--- src/rtl/sram_req_arbiter_pkg.sv ---
// rtl/sram_req_arbiter_pkg.sv - shared constants and types for the SRAM request arbiter
//
// Purpose : owner IDs recorded in the ID queue, FSM state encoding and
//           SRAM-like transfer size encodings.
// Ports   : none (package).
package sram_req_arbiter_pkg;

   // Owner IDs stored in the in-order return queue
   localparam logic ID_INST = 1'b0;
   localparam logic ID_DATA = 1'b1;

   // Grant FSM: IDLE picks a winner each cycle, HOLD_x locks the grant to x
   typedef enum logic [1:0] {
      IDLE   = 2'd0,
      HOLD_I = 2'd1,
      HOLD_D = 2'd2
   } arb_state_t;

   // Transfer size encodings
   localparam logic [1:0] SIZE_B = 2'd0;
   localparam logic [1:0] SIZE_H = 2'd1;
   localparam logic [1:0] SIZE_W = 2'd2;

endpackage

--- src/rtl/arb_id_fifo.sv ---
// rtl/arb_id_fifo.sv - 1-bit wide in-order owner ID queue
//
// Purpose : circular buffer of DEPTH one-bit owner IDs; head/tail wrap
//           modulo DEPTH and cnt runs 0..DEPTH.
// Ports   : clk, resetn       clock, synchronous active-low reset
//           push, push_id     enqueue push_id at the tail
//           pop               dequeue the head (ignored when empty)
//           head              ID at the head of the queue
//           cnt               number of stored IDs
//           full, empty       cnt == DEPTH, cnt == 0
module arb_id_fifo #(
   parameter int DEPTH = 2,
   parameter int CNT_W = 2
) (
   input  logic             clk,
   input  logic             resetn,
   input  logic             push,
   input  logic             push_id,
   input  logic             pop,
   output logic             head,
   output logic [CNT_W-1:0] cnt,
   output logic             full,
   output logic             empty
);

   localparam int PTR_W = (DEPTH > 1) ? $clog2(DEPTH) : 1;

   logic [DEPTH-1:0] id_mem;
   logic [PTR_W-1:0] rd_ptr;
   logic [PTR_W-1:0] wr_ptr;
   logic             do_push;
   logic             do_pop;

   function automatic logic [PTR_W-1:0] ptr_inc(input logic [PTR_W-1:0] p);
      return (p == PTR_W'(DEPTH - 1)) ? '0 : p + PTR_W'(1);
   endfunction

   assign empty   = (cnt == '0);
   assign full    = (cnt == CNT_W'(DEPTH));
   assign do_pop  = pop & ~empty;
   // A pop in the same cycle frees the head slot, so a push while full is legal then
   assign do_push = push & (~full | do_pop);
   assign head    = id_mem[rd_ptr];

   always_ff @(posedge clk) begin
      if (!resetn) begin
         rd_ptr <= '0;
         wr_ptr <= '0;
         cnt    <= '0;
      end else begin
         if (do_push) begin
            id_mem[wr_ptr] <= push_id;
            wr_ptr         <= ptr_inc(wr_ptr);
         end
         if (do_pop) begin
            rd_ptr <= ptr_inc(rd_ptr);
         end
         if (do_push && !do_pop) begin
            cnt <= cnt + CNT_W'(1);
         end else if (do_pop && !do_push) begin
            cnt <= cnt - CNT_W'(1);
         end
      end
   end

endmodule

--- src/rtl/sram_req_arbiter.sv ---
// rtl/sram_req_arbiter.sv - shares one SRAM-like port between IF and EXE requesters
//
// Purpose : zero-cycle combinational grant of address phases, grant held
//           until the slave accepts, owner of every accepted transaction
//           queued in order so returned data_ok/rdata reach the right stage.
// Config  : SRAM_ARB_RR_EN defined -> round-robin on contention using a
//           last_grant register; undefined -> fixed data-over-inst priority.
// Ports   : clk, resetn                         clock, synchronous active-low reset
//           inst_req/addr -> inst_addr_ok       instruction address phase (read, word)
//           inst_data_ok, inst_rdata            instruction return
//           data_req/wr/size/wstrb/addr/wdata   data address phase
//           data_addr_ok                        data address phase accepted
//           data_data_ok, data_rdata            data return / write acknowledge
//           mem_req/wr/size/wstrb/addr/wdata    slave address phase
//           mem_addr_ok                         slave accepted address
//           mem_data_ok, mem_rdata              slave return, in acceptance order
module sram_req_arbiter
   import sram_req_arbiter_pkg::*;
#(
   parameter int MAX_OUTS = 2,
   parameter int OUTS_W   = 2
) (
   input  logic        clk,
   input  logic        resetn,
   input  logic        inst_req,
   input  logic [31:0] inst_addr,
   output logic        inst_addr_ok,
   output logic        inst_data_ok,
   output logic [31:0] inst_rdata,
   input  logic        data_req,
   input  logic        data_wr,
   input  logic [1:0]  data_size,
   input  logic [3:0]  data_wstrb,
   input  logic [31:0] data_addr,
   input  logic [31:0] data_wdata,
   output logic        data_addr_ok,
   output logic        data_data_ok,
   output logic [31:0] data_rdata,
   output logic        mem_req,
   output logic        mem_wr,
   output logic [1:0]  mem_size,
   output logic [3:0]  mem_wstrb,
   output logic [31:0] mem_addr,
   output logic [31:0] mem_wdata,
   input  logic        mem_addr_ok,
   input  logic        mem_data_ok,
   input  logic [31:0] mem_rdata
);

   arb_state_t        state;
   arb_state_t        state_nxt;
   logic              sel_data;
   logic              idle_win;
   logic              can_issue;
   logic              accept;
   logic              pop;
   logic              fifo_head;
   logic              fifo_full;
   logic              fifo_empty;
   logic [OUTS_W-1:0] fifo_cnt;

   // Every mem_data_ok with something outstanding retires the head entry;
   // a pulse with nothing outstanding is dropped.
   assign pop = mem_data_ok & ~fifo_empty;

   // A return in the same cycle frees a slot, so a new grant may issue while full
   assign can_issue = ~fifo_full | pop;

`ifdef SRAM_ARB_RR_EN
   logic last_grant;

   // On contention the requester that did not win last time goes first
   assign idle_win = (inst_req & data_req) ? ~last_grant : data_req;

   always_ff @(posedge clk) begin
      if (!resetn) begin
         last_grant <= ID_INST;
      end else if (accept) begin
         last_grant <= sel_data;
      end
   end
`else
   assign idle_win = data_req;
`endif

   always_ff @(posedge clk) begin
      if (!resetn) begin
         state <= IDLE;
      end else begin
         state <= state_nxt;
      end
   end

   always_comb begin
      state_nxt = state;
      sel_data  = ID_INST;
      mem_req   = 1'b0;
      case (state)
         IDLE: begin
            sel_data = idle_win;
            mem_req  = can_issue & (inst_req | data_req);
            if (mem_req && !mem_addr_ok) begin
               state_nxt = idle_win ? HOLD_D : HOLD_I;
            end
         end
         HOLD_I: begin
            sel_data = ID_INST;
            mem_req  = inst_req;
            // Dropping a held request is illegal upstream; releasing here keeps the port from locking up
            if (mem_addr_ok || !inst_req) begin
               state_nxt = IDLE;
            end
         end
         HOLD_D: begin
            sel_data = ID_DATA;
            mem_req  = data_req;
            if (mem_addr_ok || !data_req) begin
               state_nxt = IDLE;
            end
         end
         default: begin
            state_nxt = IDLE;
         end
      endcase
   end

   assign accept = mem_req & mem_addr_ok;

   // Instruction fetches are always word reads with no byte enables
   assign mem_wr    = sel_data ? data_wr    : 1'b0;
   assign mem_size  = sel_data ? data_size  : SIZE_W;
   assign mem_wstrb = sel_data ? data_wstrb : 4'h0;
   assign mem_addr  = sel_data ? data_addr  : inst_addr;
   assign mem_wdata = sel_data ? data_wdata : 32'h0;

   assign inst_addr_ok = accept & (sel_data == ID_INST);
   assign data_addr_ok = accept & (sel_data == ID_DATA);

   assign inst_data_ok = pop & (fifo_head == ID_INST);
   assign data_data_ok = pop & (fifo_head == ID_DATA);
   assign inst_rdata   = mem_rdata;
   assign data_rdata   = mem_rdata;

   arb_id_fifo #(
      .DEPTH (MAX_OUTS),
      .CNT_W (OUTS_W)
   ) u_fifo (
      .clk     (clk),
      .resetn  (resetn),
      .push    (accept),
      .push_id (sel_data),
      .pop     (pop),
      .head    (fifo_head),
      .cnt     (fifo_cnt),
      .full    (fifo_full),
      .empty   (fifo_empty)
   );

   // A return with nothing outstanding means the slave and arbiter disagree
   // (or a stale response after reset); it is dropped but worth noticing.
   a_no_orphan_return: assert property (@(posedge clk) disable iff (!resetn)
      mem_data_ok |-> (fifo_cnt != '0))
      else $warning("sram_req_arbiter: mem_data_ok with no outstanding transaction dropped");

endmodule

--- config.mk ---
export PLATFORM = sky130hd
export DESIGN_NAME = sram_req_arbiter
export DESIGN_NICKNAME = d
export VERILOG_FILES = /design/src/rtl/sram_req_arbiter_pkg.sv /design/src/rtl/arb_id_fifo.sv /design/src/rtl/sram_req_arbiter.sv
export SDC_FILE = /design/constraint.sdc
export NUM_CORES = 1
export LEC_CHECK = 0
export ABC_CLOCK_PERIOD_IN_PS = 3400
export CAP_MARGIN = 20
export CORE_AREA = 2 2 109 111
export CTS_CLUSTER_SIZE = 10
export DETAILED_ROUTE_END_ITERATION = 8
export DIE_AREA = 0 0 111 113
export GPL_ROUTABILITY_DRIVEN = 0
export PLACE_DENSITY = 0.7
export SETUP_SLACK_MARGIN = 0.5
export SYNTH_ARGS = -nofsm -noshare
export SYNTH_HDL_FRONTEND = slang
export SYNTH_SLANG_ARGS = --single-unit
--- constraint.sdc ---
create_clock -name clk -period 3.4 [get_ports clk]
set_input_delay 0.34 -clock clk [delete_from_list [all_inputs] [get_ports clk]]
set_output_delay 0.34 -clock clk [all_outputs]
set_load 0.005 [all_outputs]
==> parameters.txt <==
Parameter                              Value

Outcome
  Status ... finished, final reports clean

Worst setup path
  Critical-path cell list ... clkdlybuf4s50_1, nor2_2, nor2_4, buf_4, mux2_2, clkdlybuf4s50_1
  R2r endpoint ... u_fifo.cnt[1]$_SDFFE_PN0P_
  Peak per-stage delay on the critical path ... 510 ps
  Critical path start-end classification ... in2out
  Slowest library cell on the worst path ... sky130_fd_sc_hd__clkdlybuf4s50_1
  Required time worst endpoint ... 3060 ps
  Most common cell on crit path ... sky130_fd_sc_hd__clkdlybuf4s50_1
  Worst Setup Start Kind ... input port
  Critical Path AT ... 2280 ps
  R2R Path Start ... u_fifo.cnt[0]$_SDFFE_PN0P_
  Critical path capture point type ... output pin
  Worst reg-to-reg setup slack ... 1530 ps
  Worst-case reg-to-reg path depth ... 5
  Worst Path Max Fanout ... 50

Synth
  Register area share after synthesis ... 11.78%
  Area share of and/or/nand/nor cells after synthesis ... 23.16%
  Most common cell in the netlist ... sky130_fd_sc_hd__buf_4
  Share of cell area taken by muxes after synthesis ... 24.22%
  Synthesized-area fraction occupied by xor and xnor cells ... 1.718%
  Main combinational cell family by area after synthesis ... buffers and inverters
  Share of synthesized cell area in full adder, half adder and majority cells ... 0.8183%
  Netlist cell types ... 28
  FF+latch count, synth ... 8
  Post-Syn Nets ... 329
  Post-synth top area share ... 32.90%
  Post-synthesis compound-gate area fraction ... 3.601%
  Top cells by area, synth ... sky130_fd_sc_hd__buf_4 33%, sky130_fd_sc_hd__mux2_2 21%, sky130_fd_sc_hd__and2_1 16%, sky130_fd_sc_hd__dfxtp_1 7.9%, sky130_fd_sc_hd__edfxtp_1 3.9%
  Synth top cells by count ... 67 x sky130_fd_sc_hd__buf_4, 38 x sky130_fd_sc_hd__and2_1, 28 x sky130_fd_sc_hd__mux2_2
  Post-synthesis cell count ... 187
  Cell area after synthesis ... 1529 um2
  Fraction of synthesis flops using an asynchronous set or reset pin ... 0%
  Library cell with the largest summed area after synthesis ... sky130_fd_sc_hd__buf_4
  Average size of a mapped cell ... 8.176 um2
  Yosys warning total ... 0
  Count of flip-flops with a built-in enable after synthesis ... 2
  Commonest register cell after synthesis ... sky130_fd_sc_hd__dfxtp_1

STA
  Number of setup violations in the final report ... 0
  Peak clock frequency supported by timing ... 0.3824 GHz
  Unrepaired setup endpoints after global routing ... no
  Number of max-slew violations in the final report ... 0
  Post-Route Skew ... 0.9110 ps
  Final hold violations ... 0
  Post-route clock period utilization ... 76.92%
  Worst slew margin ... 66.31%
  Setup total negative slack ... 0 ps
  Shortest clock period the worst path allows after layout ... 2615 ps
  Actual slew at the worst max-slew pin ... 500.1 ps

Clocking
  Clock Tree Root ... sky130_fd_sc_hd__clkbuf_16
  CTS resizes ... 0
  Clock-pin slew reported for the worst setup and hold paths after clock tree synthesis ... 40 ps
  Buffers from clock root to sink, at most ... 2
  Later-pin clock latency in the skew report ... 230 ps
  H-tree level count ... 1
  Clock net sink count ... 8
  Hold buffers post-CTS ... 0
  Setup Fix Bufs, Post-CTS ... 0
  TritonCTS Buffers ... 3
  TritonCTS clock tree ... yes

Global route
  Met3 capacity usage during global routing ... 2.892%
  Overflow left after global routing ... 0
  Wire length of the first global-routing pass ... 9273 um
  Largest net degree at the start of global routing ... 51
  Vias in the first global route ... 1,712
  Number of antenna violations at the first check in global routing ... 0
  Met2 Usage GRT ... 16.93%
  GRT busiest layer ... met2
  Global-route usage over all layers ... 9.316%
  Global routing met1 resource utilization ... 10.17%

Floorplan
  Core box area ... 11,270 um2
  Rows ... 39
  Die width ... 111 um
  Die footprint ... 12,540 um2
  Die H ... 113 um
  Effective utilization at floorplan ... 13.56%
  I/O pin count ... 281

Cells and area
  Net total in the final layout ... 449
  Fraction of final layout cells sized beyond drive strength 1 ... 11.80%
  Filler instances ... 1,223
  Layout overhead on the synthesized area ... 104.1%
  # diodes ... 0

Place
  Number of port buffers ... 184
  Detailed Place HPWL ... 5816 um

Detailed routing
  Vias per std cell ... 3.647
  Remaining DRCs ... 0
  Vias after detailed routing ... 1,634
  Violation count after the first detailed-route iteration ... 78
  Routed WL per cell ... 14.68 um
  Aggregate routed wire length ... 6578 um
  Detail Route Antenna Nets ... 0
  Number of detailed-route iterations in the first pass ... 4

Worst hold path
  Type of the most critical hold path ... reg2reg
  Endpoint with the worst hold slack ... u_fifo.wr_ptr$_SDFFE_PN0P_
  Hold-critical path depth ... 2
  Hold path startpoint ... u_fifo.wr_ptr$_SDFFE_PN0P_

Power
  Static leakage ... 1.161 nW
  Power density relative to cell area ... 266.3 nW/um2
  Overall power consumption ... 0.0008311 W
  Peak ir drop on the vdd network ... 0.2883 mV

Flow run
  Maximum Capacitance Violations ... 0
-- report_power, final --
group	internal [W]	switching [W]	total, W
registers	0.000119	0.0000195	0.000139
clock network	0.000152	0.0000460	0.000198
logic	0.000334	0.000160	0.000494
-- per-layer routing --
metal / part of all wire, % / vias up
met4: 3.0 / 0
met2: 50 / 97
met5: 0 / -
met1: 38 / 722
li1: - / 783
met3: 8.3 / 32
-- cells in the final DEF, fill, tap and decap left out --
master,netlist,routed
sky130_fd_sc_hd__mux2_1,4,4
sky130_fd_sc_hd__ha_1,1,1
sky130_fd_sc_hd__o2111ai_1,1,1
sky130_fd_sc_hd__or3b_4,1,1
sky130_fd_sc_hd__edfxtp_1,2,2
sky130_fd_sc_hd__nand2b_1,1,1
sky130_fd_sc_hd__nor3_1,2,2
sky130_fd_sc_hd__and3_1,1,1
sky130_fd_sc_hd__o21ai_1,1,1
sky130_fd_sc_hd__nand2_1,3,3
sky130_fd_sc_hd__o21ai_0,3,3
sky130_fd_sc_hd__o211a_1,1,1
sky130_fd_sc_hd__dfxtp_1,6,6
sky130_fd_sc_hd__and2_1,38,38
sky130_fd_sc_hd__a21oi_1,2,2
sky130_fd_sc_hd__mux2_2,28,28
sky130_fd_sc_hd__o22ai_1,1,1
sky130_fd_sc_hd__or3_1,2,2
sky130_fd_sc_hd__xor2_1,3,3
sky130_fd_sc_hd__nor2_2,1,1
sky130_fd_sc_hd__buf_4,67,2
sky130_fd_sc_hd__mux2i_1,1,1
sky130_fd_sc_hd__nor2_1,6,6
sky130_fd_sc_hd__nor2b_1,3,3
sky130_fd_sc_hd__nor2_4,1,1
sky130_fd_sc_hd__inv_1,3,3
sky130_fd_sc_hd__clkbuf_16,0,3
sky130_fd_sc_hd__clkdlybuf4s50_1,0,184
-- worst max path at each step --
| stage | start | to | slack [ps] | cells past startpoint |
|---|---|---|---|---|
| 2_1_floorplan | u_fifo.cnt[0]$_SDFFE_PN0P_ | u_fifo.cnt[1]$_SDFFE_PN0P_ | 1680 | 5 |
| 3_3_place_gp | data_req | mem_addr[11] | 810 | 6 |
| 3_5_place_dp | data_req | mem_addr[11] | 780 | 6 |
| 4_1_cts | data_req | mem_addr[11] | 770 | 6 |
| 5_1_grt | data_req | mem_addr[9] | 660 | 6 |
| 6_report | data_req | mem_addr[3] | 780 | 6 |
-- metrics by stage --
step | worst slack, ps | utilization (%) | instance area (um2) | std cells | hold WS, ps
final | 784.8 | 27.68 | 3120 | 448 | 498.4
after global routing | 655.1 | 27.68 | 3120 | 448 | 553.6
after CTS | 768.7 | 27.68 | 3120 | 448 | 495.0
after detailed placement | 777.2 | 27.02 | 3045 | 445 | 490.5
after global placement | 809.9 | 27.02 | 3045 | 445 | 473.7
after floorplan | 1676 | - | 1529 | 187 | 461.6
-- layout make-up --
class / count / area [um2] / share of cell area [%]
timing repair buffer: 186 / 1857 / 59.50
multi-input combinational: 105 / 818.3 / 26.22
sequential: 8 / 180.2 / 5.774
tap: 143 / 178.9 / 5.734
clock buffer: 3 / 75.07 / 2.406
inverter: 3 / 11.26 / 0.3609
-- worst max-delay path: cells and delay by family --
family / cells / cell delay, ps
buf+inv: 3 / 1370
mux: 1 / 400
simple gates: 2 / 150
-- registers in the layout (all words and copies together), names as in the netlist --
| signal | count |
|---|---|
| u_fifo.cnt | 2 |
| u_fifo.rd_ptr | 1 |
| u_fifo.wr_ptr | 1 |
| u_fifo.id_mem | 2 |
| state | 2 |
-- kinds of logic (layout without fill, tap and decap cells) --
group,count (synthesis),after routing
AND/OR/NAND/NOR,59,59
AO/OA/AOI/OAI,9,9
buffers and inverters,74,192
adder cells (fa/ha/maj),1,1
XOR/XNOR,3,3
multiplexers,33,33
flip-flops,8,8
No activity file was read; power rests on OpenSTA's default activity.
